## src/rtl/cpu_pkg.sv

```systemverilog
// Shared types and constants for the simple CPU pipeline.
package cpu_pkg;

  localparam int unsigned WORD_W = 16;
  localparam int unsigned PC_W   = 16;

  localparam logic [PC_W-1:0] RESET_PC_DEFAULT = 16'h0000;

  typedef struct packed {
    logic [PC_W-1:0]   pc;
    logic [WORD_W-1:0] instr;
  } fetch_entry_t;

  // Sequential fetch address; wraps modulo 2^PC_W.
  function automatic logic [PC_W-1:0] pc_incr(input logic [PC_W-1:0] pc);
    return pc + 1'b1;
  endfunction

endpackage

```

## src/rtl/fetch_queue.sv

```systemverilog
// Synchronous FIFO of fetched {pc, instr} entries; flush overrides push and pop,
// and the head is always read from storage (no write-to-read bypass).
module fetch_queue
  import cpu_pkg::*;
#(
  parameter int unsigned DEPTH = 4
) (
  input  logic                   clk,
  input  logic                   rst_n,
  input  logic                   push,
  input  fetch_entry_t           push_data,
  input  logic                   pop,
  input  logic                   flush,
  output fetch_entry_t           head,
  output logic                   full,
  output logic                   empty,
  output logic [$clog2(DEPTH):0] occupancy
);

  localparam int unsigned AW = $clog2(DEPTH);
  localparam logic [AW:0] FULL_CNT = (AW+1)'(DEPTH);

  fetch_entry_t  store [DEPTH];
  logic [AW-1:0] rd_ptr;
  logic [AW-1:0] wr_ptr;
  logic [AW:0]   count;
  logic          do_push;
  logic          do_pop;

  assign full    = (count == FULL_CNT);
  assign empty   = (count == '0);
  assign do_pop  = pop & ~empty;
  assign do_push = push & (~full | do_pop);

  always_ff @(posedge clk or negedge rst_n) begin
    if (!rst_n) begin
      rd_ptr <= '0;
      wr_ptr <= '0;
      count  <= '0;
      for (int unsigned i = 0; i < DEPTH; i++) begin
        store[i] <= '0;
      end
    end else if (flush) begin
      rd_ptr <= '0;
      wr_ptr <= '0;
      count  <= '0;
    end else begin
      if (do_push) begin
        store[wr_ptr] <= push_data;
        wr_ptr        <= wr_ptr + 1'b1;
      end
      if (do_pop) begin
        rd_ptr <= rd_ptr + 1'b1;
      end
      case ({do_push, do_pop})
        2'b10:   count <= count + 1'b1;
        2'b01:   count <= count - 1'b1;
        default: count <= count;
      endcase
    end
  end

  assign head      = store[rd_ptr];
  assign occupancy = count;

endmodule

```

## src/rtl/fetch_stage.sv

```systemverilog
// Instruction fetch front end: owns the fetch PC, drives the memory read port
// and feeds the fetch queue; redirects flush the queue and restart fetch.
module fetch_stage
  import cpu_pkg::*;
#(
  parameter int unsigned     DEPTH    = 4,
  parameter logic [PC_W-1:0] RESET_PC = RESET_PC_DEFAULT
) (
  input  logic                   clk,
  input  logic                   rst_n,
  output logic [PC_W-1:0]        mem_raddr,
  input  logic [WORD_W-1:0]      mem_rdata,
  input  logic                   fetch_en,
  input  logic                   redirect_valid,
  input  logic [PC_W-1:0]        redirect_pc,
  output logic                   out_valid,
  input  logic                   out_ready,
  output logic [WORD_W-1:0]      out_instr,
  output logic [PC_W-1:0]        out_pc,
  output logic [$clog2(DEPTH):0] occupancy
);

  logic [PC_W-1:0] fetch_pc;
  logic            q_full;
  logic            q_empty;
  logic            push;
  logic            pop;
  fetch_entry_t    push_entry;
  fetch_entry_t    head;

  assign pop  = out_valid & out_ready;
  assign push = fetch_en & ~redirect_valid & (~q_full | pop);

  assign push_entry.pc    = fetch_pc;
  assign push_entry.instr = mem_rdata;

  always_ff @(posedge clk or negedge rst_n) begin
    if (!rst_n) begin
      fetch_pc <= RESET_PC;
    end else if (redirect_valid) begin
      fetch_pc <= redirect_pc;
    end else if (push) begin
      fetch_pc <= pc_incr(fetch_pc);
    end
  end

  // Address comes straight from the register so memory sees no input-to-address path.
  assign mem_raddr = fetch_pc;

  fetch_queue #(
    .DEPTH(DEPTH)
  ) u_queue (
    .clk       (clk),
    .rst_n     (rst_n),
    .push      (push),
    .push_data (push_entry),
    .pop       (pop),
    .flush     (redirect_valid),
    .head      (head),
    .full      (q_full),
    .empty     (q_empty),
    .occupancy (occupancy)
  );

  assign out_valid = ~q_empty;
  assign out_instr = head.instr;
  assign out_pc    = head.pc;

endmodule

```

## config.mk

```make
export PLATFORM = sky130hd
export DESIGN_NAME = fetch_stage
export DESIGN_NICKNAME = d
export VERILOG_FILES = /design/src/rtl/cpu_pkg.sv /design/src/rtl/fetch_queue.sv /design/src/rtl/fetch_stage.sv
export SDC_FILE = /design/constraint.sdc
export NUM_CORES = 1
export LEC_CHECK = 0
export ABC_AREA = 1
export BUFFER_PORTS_ARGS = -buffer_cell sky130_fd_sc_hd__buf_2
export CORE_ASPECT_RATIO = 0.75
export CORE_MARGIN = 2
export CORE_UTILIZATION = 58
export DETAILED_ROUTE_END_ITERATION = 16
export PLACE_DENSITY = 0.8
export SLEW_MARGIN = 25
export SYNTH_ARGS = -nofsm -noshare
export SYNTH_HDL_FRONTEND = slang
export SYNTH_SLANG_ARGS = --single-unit
```

## constraint.sdc

```tcl
create_clock -name clk -period 2 [get_ports clk]
set_input_delay 0.2 -clock clk [delete_from_list [all_inputs] [get_ports clk]]
set_output_delay 0.2 -clock clk [all_outputs]
set_load 0.005 [all_outputs]
```

==> metrics.md, run 1 <==
| Metric | Value |
|---|---|
| Ranking of synthesized cells by area | `dfrtp_1, nand2_1, o21ai_1, o21ai_0, nor2_1` |
| Die X | `around 130 um` |
| Routability cong. | `about 0.86` |
| Synth area leader | `dfrtp_1` |
| GRT Overall Usage | `between 20% and 30%` |
| R2r setup slk | `about 130 ps` |
| Int Pwr | `roughly 7800 uW` |
| PD cells | `1440 nW/um^2` |
| Sink Count | `about 150` |
| Max cap viols | `0` |
| Sequential area share after synthesis | `a little over half` |
| Most used DFF post-synth | `dfrtp_1` |
| Worst min path class | `in2reg` |
| Skew-Pair Late Insertion Delay | `roughly 420 ps` |
| Sw Ratio | `34.6%` |
| Share of cells above drive strength 1 | `17.3%` |
| First-pass GRT wire length | `between 20000 and 30000 um` |
| Ant diodes | `0` |
| Synth warn | `0` |
| Core footprint | `roughly 12000 um^2` |
| Worst relative slew slack | `about two thirds` |
| Synth top cells by count | `nand2_1, dfrtp_1, o21ai_1` |
| CTS max path bufs | `2` |
| CTS tree | `built` |
| Crit Path Category | `reg2out` |
| Vias/cell | `approximately 5.5` |
| FF+latch count, synth | `~150` |
| Die area | `roughly 13000 um^2` |
| Flop pwr share | `40.9%` |
| Tmin final | `1920 ps` |
| Setup repair after global routing missed its margin | `false` |
| Critical path peak fanout | `19` |
| Peak VDD IR | `roughly 760 uV` |
| Io pins | `a little under 90` |
| Syn_nets | `between 800 and 900` |
| # DRC | `0` |
| Post-synth EDFFs | `0` |
| Min-Delay Endpoint | `mem_raddr[2]` |
| Final setup violation count | `0` |
| Psw | `~4100 uW` |
| Clock share of power | `27.8%` |
| Fill count | `985` |
| Vias in the first global route | `between 5000 and 6000` |
| Post-Syn Instances | `roughly 830` |
| Total CTS buffers | `17` |
| CTS root buf | `clkbuf_16` |
| CP arrival | `between 1500 and 2000 ps` |
| Combinational fraction of design power | `roughly 31%` |
| Number of cell rows | `35` |
| Setup TNS | `0 ps` |
| Fin. Hold Viols | `0` |
| Total gr overflow | `0` |
| Final Max Slew Viols | `0` |
| DRT antenna net count | `0` |
| Fin Hold WS | `approximately 9.7 ps` |
| Initial Util | `58.7%` |
| Syn_area_per_cell | `8.59 um^2` |
| Critical path data required time | `approximately 1800 ps` |
| Hold_sp | `redirect_pc[2]` |
| RR Startpoint | `u_queue.occupancy[1]` |
| Hold Path Stages | `3` |
| Wirelength per Cell | `about 15 um` |
| Final Cycle Share | `a little over nine tenths` |
| 1st-iter DRT viols | `between 500 and 600` |
| Synthesized cell area | `about 7000 um^2` |
| Final net count | `roughly 960` |
| Crit. End Element | `output pin` |
| Worst R2R Path Depth | `10` |
| Largest net degree at the start of global routing | `between 60 and 70` |
| Most common cell in the netlist | `nand2_1` |
| Dpl hpwl | `about 10000 um` |
| Fmax achieved | `around 520 MHz` |
| FF-to-FF End | `u_queue.occupancy[2]` |
| H-Tree Depth | `4` |
| CP Launch Type | `register` |
| Async SR Flop Fraction | `100%` |
| Vert. Die Dim | `100 um` |
| Synth cell types | `29` |
| Slew @ Worst Pin | `~520 ps` |
| LEAKAGE | `around 0.0041 uW` |
| Antenna violations before repair | `0` |
| Clock transition at path regs | `roughly 70 ps` |
| Routed vias | `between 6000 and 7000` |
| Clk_skew | `about 9.4 ps` |
| Drt pass-1 iters | `5` |
| IO Port Bufs | `between 80 and 90` |
| WL final | `16900 um` |
| Synth top area share | `between 50% and 60%` |
| Area growth syn-to-layout | `16.1%` |
| Outcome | `finished clean` |
==> sequential cells by signal, summed over array words and instances (netlist names) <==
register and cells:
u_queue.occupancy 3, u_queue.store 128, u_queue.wr_ptr 2, u_queue.rd_ptr 2, mem_raddr 16
==> how the worst max path moves through the flow <==
| stage | depth (start not counted) | endpoint | slack, ps | from |
|---|---|---|---|---|
| floorplan | 10 | u_queue.occupancy[2] | 120 | u_queue.occupancy[0] |
| global placement | 10 | u_queue.occupancy[2] | 200 | u_queue.occupancy[1] |
| detailed placement | 10 | u_queue.occupancy[2] | 120 | u_queue.occupancy[1] |
| CTS | 5 | out_pc[10] | 5 | u_queue.rd_ptr[0] |
| global route | 5 | out_pc[1] | 1 | u_queue.rd_ptr[0] |
| finish | 5 | out_pc[10] | 80 | u_queue.rd_ptr[0] |
==> metrics by stage <==
stage	worst slack [ps]	cell area [um^2]	total power, uW	util (%)	cells
final	80.5	8270	11900	68.2	1092
after global routing	1.11	8270	12700	68.2	1092
after CTS	4.61	8260	11900	68.1	1091
after detailed placement	122	7600	8480	62.7	1055
after global placement	198	7600	8370	62.7	1055
after floorplan	119	7120	7130	-	829
==> cells by family after synthesis <==
family,Yosys count,synth area share [%]
fa+ha+maj,6,1.16
compound gates,247,18.5
xor+xnor,5,0.615
simple gates,322,19.0
buf+inv,98,7.75
flops,151,53.0
==> power by group through the flow <==
stage | clock network (uW) | registers, uW | logic [uW]
finish | 3300 | 4860 | 3720
detailed placement | 0 | 4860 | 3620
global placement | 0 | 4840 | 3530
global route | 3460 | 4990 | 4220
CTS | 3330 | 4850 | 3690
floorplan | 0 | 4710 | 2420
==> repair_timing <==
item                                    CTS  global route
endpoints found under the setup margin    2            11
resized for setup                         1             2
endpoints found under the hold margin    52             0
hold buffers                              4             0
setup buffers                             0             1
==> placed cells by master, fill, tap and decap left out <==
master,n
a21oi_1,3
a31oi_1,1
buf_12,2
buf_2,87
buf_4,18
buf_6,2
bufinv_16,3
clkbuf_16,17
clkbuf_8,1
clkinv_2,3
clkinv_4,3
clkinvlp_4,2
dfrtp_1,149
dfrtp_2,2
dlygate4sd3_1,4
fa_1,1
ha_1,5
inv_1,47
inv_12,1
inv_2,2
inv_6,3
nand2_1,205
nand2_2,1
nand2_4,1
nand2_8,5
nand3_1,21
nand3b_1,2
nand4_1,3
nor2_1,81
nor2_2,2
nor2_4,1
o211ai_1,9
o21ai_0,74
o21ai_1,124
o21ai_2,4
o22ai_1,32
xnor2_1,1
xor2_1,4
==> final cells by class <==
class | count | area (um^2) | area share, %
clock inverter | 14 | 173 | 2.09
timing repair buffer | 113 | 673 | 8.14
multi-input combinational | 580 | 2800 | 33.8
inverter | 50 | 200 | 2.42
sequential | 151 | 3780 | 45.7
tap | 166 | 208 | 2.51
clock buffer | 18 | 439 | 5.31
==> layer usage <==
metal	track usage, %	vias up	routed length (um)
met3	5.81	28	1090
met5	0	-	0
met4	10.0	0	254
li1	-	2924	-
met2	41.2	220	7760
met1	37.2	2841	7820
==> worst max-delay path: stages (launching register included) <==
cell,delay (ps)
dfrtp_2,470
inv_2,100
buf_4,230
o21ai_0,120
o22ai_1,210
buf_2,170
No activity file was read; power rests on OpenSTA's default activity.
==> run 2: changes to the inputs <==
Settings changed: CORE_UTILIZATION 58 to 60, PLACE_DENSITY 0.8 to 0.82.
Clock period 2 ns to 2.4 ns, I/O delays scaled along.
==> run 2 against run 1 <==
Sequential power down 17%. Final cell count fell by 1.6%. Critical path depth is 1 lower. Clock skew shrank 3.3 ps. Final area shrank 1.1%. Global-route usage is 1.5 points higher. Hold slack improved by 24 ps. Core utilization up 2.5 points. Die area is 3.2% lower. Combinational power shrank 19%. Sequential share of layout area up 0.48 points. Clock power fell by 13%. Critical path type unchanged. Critical endpoint is now out_pc[0]. Largest cell class unchanged. Highest routed layer unchanged.
==> metrics.md, run 2 (synthesis gave the netlist of run 1 again) <==
| Metric | Value |
|---|---|
| Outcome | `finished clean` |
| Hold Path Stages | `3 (unchanged)` |
| Max cap viols | `0 (unchanged)` |
| Dpl hpwl | `10200 um (about the same)` |
| Vias/cell | `5.61 (+2.0%)` |
| Share of cells above drive strength 1 | `16.0% (-1.3 points)` |
| Crit Path Category | `reg2out` |
| CTS resizes | `0 (-1)` |
| Post-place setup slack | `371 ps (+248 ps)` |
| Total CTS buffers | `17 (unchanged)` |
| Fmax achieved | `between 400 and 500 MHz` |
| Sink Count | `151 (unchanged)` |
| FF-to-FF End | `u_queue.occupancy[2]` |
| Fin. Hold Viols | `0 (unchanged)` |
| Initial Util | `61.6% (+2.8 points)` |
| CTS root buf | `clkbuf_16` |
| 1st-iter DRT viols | `714 (+32%)` |
| Core footprint | `11600 um^2 (-4.6%)` |
| Worst relative slew slack | `57.1% (-8.1 points)` |
| R2r setup slk | `340 ps (+210 ps)` |
| Clock transition at path regs | `60 ps (about the same)` |
| Most frequent cells in the layout | `nand2_1, dfrtp_1, o21ai_1` |
| DRT antenna net count | `0 (unchanged)` |
| Post-CTS Setup Repair Bufs | `0 (unchanged)` |
| Final Max Slew Viols | `0 (unchanged)` |
| Largest Register | `u_queue.store` |
| Vert. Die Dim | `98.4 um (-1.6%)` |
| Tmin final | `about 2200 ps` |
| Routability cong. | `0.875 (+1.7%)` |
| Wirelength per Cell | `15.7 um (+1.6%)` |
| Final instance area | `8180 um^2 (-1.1%)` |
| Critical path data required time | `2160 ps (+360 ps)` |
| Die area | `12800 um^2 (-3.2%)` |
| Critical path peak fanout | `65 (+46)` |
| Final Cycle Share | `roughly nine tenths` |
| H-Tree Depth | `4 (unchanged)` |
| Die X | `130 um (-1.6%)` |
| Drt pass-1 iters | `5 (unchanged)` |
| Setup repair after global routing missed its margin | `false` |
| Final net count | `943 (-1.4%)` |
| Slew @ Worst Pin | `643 ps (+121 ps)` |
| Io pins | `89 (unchanged)` |
| IO Port Bufs | `88 (unchanged)` |
| CTS tree | `built` |
| Worst min path class | `in2reg` |
| WL final | `16900 um (about the same)` |
| Peak VDD IR | `672 uV (-11%)` |
| LEAKAGE | `0.00404 uW (-1.1%)` |
| Area after DPL | `7530 um^2 (-0.95%)` |
| Crit. End Element | `output pin` |
| Clk_skew | `6.18 ps (-3.25 ps)` |
| Antenna violations before repair | `0 (unchanged)` |
| Largest net degree at the start of global routing | `66 (+1.5%)` |
| First-pass GRT wire length | `27800 um (+0.32%)` |
| Ant diodes | `0 (unchanged)` |
| Skew-Pair Late Insertion Delay | `420 ps (about the same)` |
| CTS max path bufs | `2 (unchanged)` |
| RR Startpoint | `u_queue.occupancy[0]` |
| Setup TNS | `0 ps (unchanged)` |
| Most common cell after layout, fill and taps aside | `nand2_1` |
| Post-route setup slack | `239 ps (+158 ps)` |
| # hold bufs at CTS | `1 (-3)` |
| PD cells | `1220 nW/um^2 (-15%)` |
| Area growth syn-to-layout | `14.8%` |
| Setup crit start | `u_queue.rd_ptr[0]` |
| Routed vias | `6030 (+0.28%)` |
| # DRC | `0 (unchanged)` |
| Final setup violation count | `0 (unchanged)` |
| Number of cell rows | `34 (-2.9%)` |
| GRT Overall Usage | `28.0% (+1.5 points)` |
| CP arrival | `1920 ps (+200 ps)` |
| Fill count | `917 (-6.9%)` |
| CP endpoint | `out_pc[0]` |
| Vias in the first global route | `5557 (+0.63%)` |
| Worst R2R Path Depth | `10 (unchanged)` |
| CP Launch Type | `register` |
| Max FFs per register | `128 (unchanged)` |
| Total gr overflow | `0 (unchanged)` |
run 2: cell count changes in the layout (fill, tap and decap cells not counted), sizes merged:
cell,delta
buf,-10
clkbuf,+5
clkinv,-3
dlygate4sd3,-3
inv,-3
bufinv,+1
clkinvlp,-1
run 2: critical path: stages (launching register included):
cell and delay (ps):
dfrtp_2 360, buf_4 530, o21ai_0 190, o22ai_1 250, buf_2 160
run 2: how the worst min path moves through the flow:
stage                                from            endpoint  slack, ps
final                     redirect_pc[10]       mem_raddr[10]         30
after global routing       redirect_pc[9]        mem_raddr[9]         50
after CTS                 redirect_pc[10]       mem_raddr[10]         30
after detailed placement            rst_n  u_queue.store[116]        230
after global placement              rst_n   u_queue.store[20]        230
after floorplan                     rst_n        mem_raddr[0]        -60
run 2: final cells by class:
class	instances	area [um^2]	share of cell area (%)
tap	162	203	2.48
clock buffer	23	498	6.09
sequential	151	3780	46.2
timing repair buffer	100	564	6.90
clock inverter	8	143	1.74
multi-input combinational	580	2790	34.1
inverter	50	200	2.45
run 2: metal layers:
layer  share of wire, %  GRT usage [%]  vias to the layer above
met2                 47           42.9                      228
met1                 45           41.0                     2886
li1                   -              -                     2893
met5                  0              0                        -
met3                7.1           5.70                       23
met4                1.2           8.19                        0
run 2: power by group:
group	internal, uW	switching [uW]
Sequential	3490	545
Combinational	1250	1790
Clock	1870	1010
Total	6610	3350
run 2: metrics by stage:
step | total power [uW] | hold WS (ps) | std cells | util [%]
2_1_floorplan | 5950 | -55.6 | 829 | -
3_3_place_gp | 6920 | 232 | 1042 | 65.1
3_5_place_dp | 7050 | 230 | 1042 | 65.1
4_1_cts | 9990 | 26.3 | 1074 | 70.7
5_1_grt | 10600 | 49.2 | 1074 | 70.7
6_report | 9960 | 33.5 | 1074 | 70.7
==> run 3: changes to the inputs <==
Settings changed: BUFFER_PORTS_ARGS -buffer_cell sky130_fd_sc_hd__buf_2 to -buffer_cell sky130_fd_sc_hd__clkbuf_2, SETUP_SLACK_MARGIN set to 0.1, TNS_END_PERCENT set to 30.
==> run 3 against run 2 <==
Fmax up 0.53%. Clock skew is 0.58 ps lower. Flip-flop and latch count unchanged. Critical path type unchanged.
==> metrics.md, run 3 (synthesis gave the netlist of run 1 again) <==
| Metric | Value |
|---|---|
| Clock transition at path regs | `60 ps (about the same)` |
| CTS tree | `built` |
| DRT antenna net count | `0 (unchanged)` |
| Final setup violation count | `0 (unchanged)` |
| Number of cell rows | `34 (unchanged)` |
| Crit Path Category | `reg2out` |
| Most frequent cells in the layout | `nand2_1, dfrtp_1, o21ai_1` |
| Multi-input gate area | `2790 um^2 (unchanged)` |
| Largest Register | `u_queue.store` |
| Tmin final | `2150 ps (-11.4 ps)` |
| 1st-iter DRT viols | `655 (-8.3%)` |
| Die X | `130 um (unchanged)` |
| # DRC | `0 (unchanged)` |
| Final instance area | `8180 um^2 (about the same)` |
| Drt pass-1 iters | `5 (unchanged)` |
| Tot Pwr | `10000 uW (+0.45%)` |
| Fill count | `898 (-2.1%)` |
| Crit. End Element | `output pin` |
| Max FFs per register | `128 (unchanged)` |
| Worst relative slew slack | `59.1% (+1.9 points)` |
| First-pass GRT wire length | `28400 um (+2.3%)` |
| Area growth syn-to-layout | `14.8% (about the same)` |
| Max cap viols | `0 (unchanged)` |
| Largest net degree at the start of global routing | `66 (unchanged)` |
| Io pins | `89 (unchanged)` |
| Routed vias | `6104 (+1.2%)` |
| Core footprint | `11600 um^2 (unchanged)` |
| Antenna violations before repair | `0 (unchanged)` |
| Wirelength per Cell | `16.0 um (+1.6%)` |
| Critical path peak fanout | `45 (-31%)` |
| Clk_skew | `5.60 ps (-0.577 ps)` |
| Fin Hold WS | `46.3 ps (+12.8 ps)` |
| CTS max path bufs | `2 (unchanged)` |
| LEAKAGE | `0.00404 uW (about the same)` |
| Skew-Pair Late Insertion Delay | `410 ps (about the same)` |
| Dpl hpwl | `10100 um (-1.5%)` |
| Initial Util | `61.6% (unchanged)` |
| Ant diodes | `0 (unchanged)` |
| Area after DPL | `7530 um^2 (about the same)` |
| PD cells | `1220 nW/um^2 (+0.51%)` |
| CP Launch Type | `register` |
| Sink Count | `151 (unchanged)` |
| Worst R2R Path Depth | `10 (unchanged)` |
| Vias/cell | `5.70 (+1.5%)` |
| CTS root buf | `clkbuf_16` |
| GRT Overall Usage | `28.5% (+0.44 points)` |
| Setup repair after global routing missed its margin | `false` |
| Slew @ Worst Pin | `614 ps (-29.0 ps)` |
| Worst min path class | `in2reg` |
| Die area | `12800 um^2 (unchanged)` |
| Fmax achieved | `465 MHz (+0.53%)` |
| Most common cell after layout, fill and taps aside | `nand2_1` |
| Vias in the first global route | `5704 (+2.6%)` |
| WL final | `17100 um (+1.3%)` |
| Critical path data required time | `2160 ps (about the same)` |
| IO Port Bufs | `88 (unchanged)` |
| Reg area | `3780 um^2 (unchanged)` |
| H-Tree Depth | `4 (unchanged)` |
| Final net count | `941 (-0.21%)` |
| Routability cong. | `0.868 (-0.85%)` |
| Outcome | `finished clean` |
| Total gr overflow | `0 (unchanged)` |
| Fin. Hold Viols | `0 (unchanged)` |
| Final Cycle Share | `89.6% (-0.47 points)` |
| Hold Path Stages | `3 (unchanged)` |
| Setup TNS | `0 ps (unchanged)` |
| Vert. Die Dim | `98.4 um (unchanged)` |
| Final Max Slew Viols | `0 (unchanged)` |
| Share of cells above drive strength 1 | `15.6% (-0.39 points)` |
| Peak VDD IR | `707 uV (+5.2%)` |
| Total CTS buffers | `17 (unchanged)` |
| CP arrival | `1910 ps (about the same)` |
==> run 3: cell types whose count changed in the layout (fill, tap and decap cells not counted), sizes merged <==
cell and change:
buf -89, clkbuf +85, clkinv +1, clkinvlp -1, bufinv +1
==> run 3: metrics by stage <==
| stage | util (%) | worst slack (ps) | std cells |
|---|---|---|---|
| finish | 70.7 | 250 | 1071 |
| detailed placement | 65.1 | 319 | 1040 |
| global placement | 65.1 | 451 | 1040 |
| floorplan | - | 519 | 829 |
| global route | 70.7 | 132 | 1071 |
| CTS | 70.6 | 224 | 1071 |
==> run 3: final timing paths <==
path | from | end | slack, ps
max in group asynchronous | rst_n | u_queue.rd_ptr[0] | 1340
hold reg to reg | u_queue.store[53] | u_queue.store[53] | 490
setup / recovery | u_queue.rd_ptr[0] | out_pc[0] | 250
min in group asynchronous | rst_n | mem_raddr[1] | 380
setup reg to reg | u_queue.occupancy[0] | u_queue.occupancy[2] | 310
hold / removal | redirect_pc[13] | mem_raddr[13] | 50
==> run 3: power breakdown <==
| group | switching, uW | internal, uW | leakage, uW | total [uW] |
|---|---|---|---|---|
| clock | 1000 | 1890 | 0.000313 | 2890 |
| combinational | 1820 | 1230 | 0.00181 | 3050 |
| sequential | 568 | 3490 | 0.00192 | 4060 |
==> run 3: metal layers <==
metal	routed length (um)	track usage [%]	up-vias
met4	223	7.86	0
met3	1220	6.25	19
li1	-	-	2892
met1	7690	41.7	2936
met2	8010	43.3	257
met5	0	0	-
==> run 3: worst max-delay path, cell delays in order (launching register included) <==
cell	delay, ps
dfrtp_2	410
inv_2	290
buf_12	270
o21ai_0	110
o22ai_1	230
clkbuf_2	170
==> run 3: repair_timing <==
| action | 4_1_cts | 5_1_grt |
|---|---|---|
| hold buffers | 1 | 0 |
| hold endpoints to repair | 61 | 0 |
| gates resized for setup | 0 | 1 |
| setup endpoints to repair | 0 | 2 |
| buffers inserted | 0 | 0 |
==> run 3: final cells by class <==
| type | count | area share [%] |
|---|---|---|
| well taps | 162 | 2.48 |
| repair buffers | 98 | 6.92 |
| clock inverters | 9 | 2.13 |
| clock buffers | 21 | 5.63 |
| multi-input cells | 580 | 34.2 |
| flip-flops and latches | 151 | 46.2 |
| inverters | 50 | 2.45 |
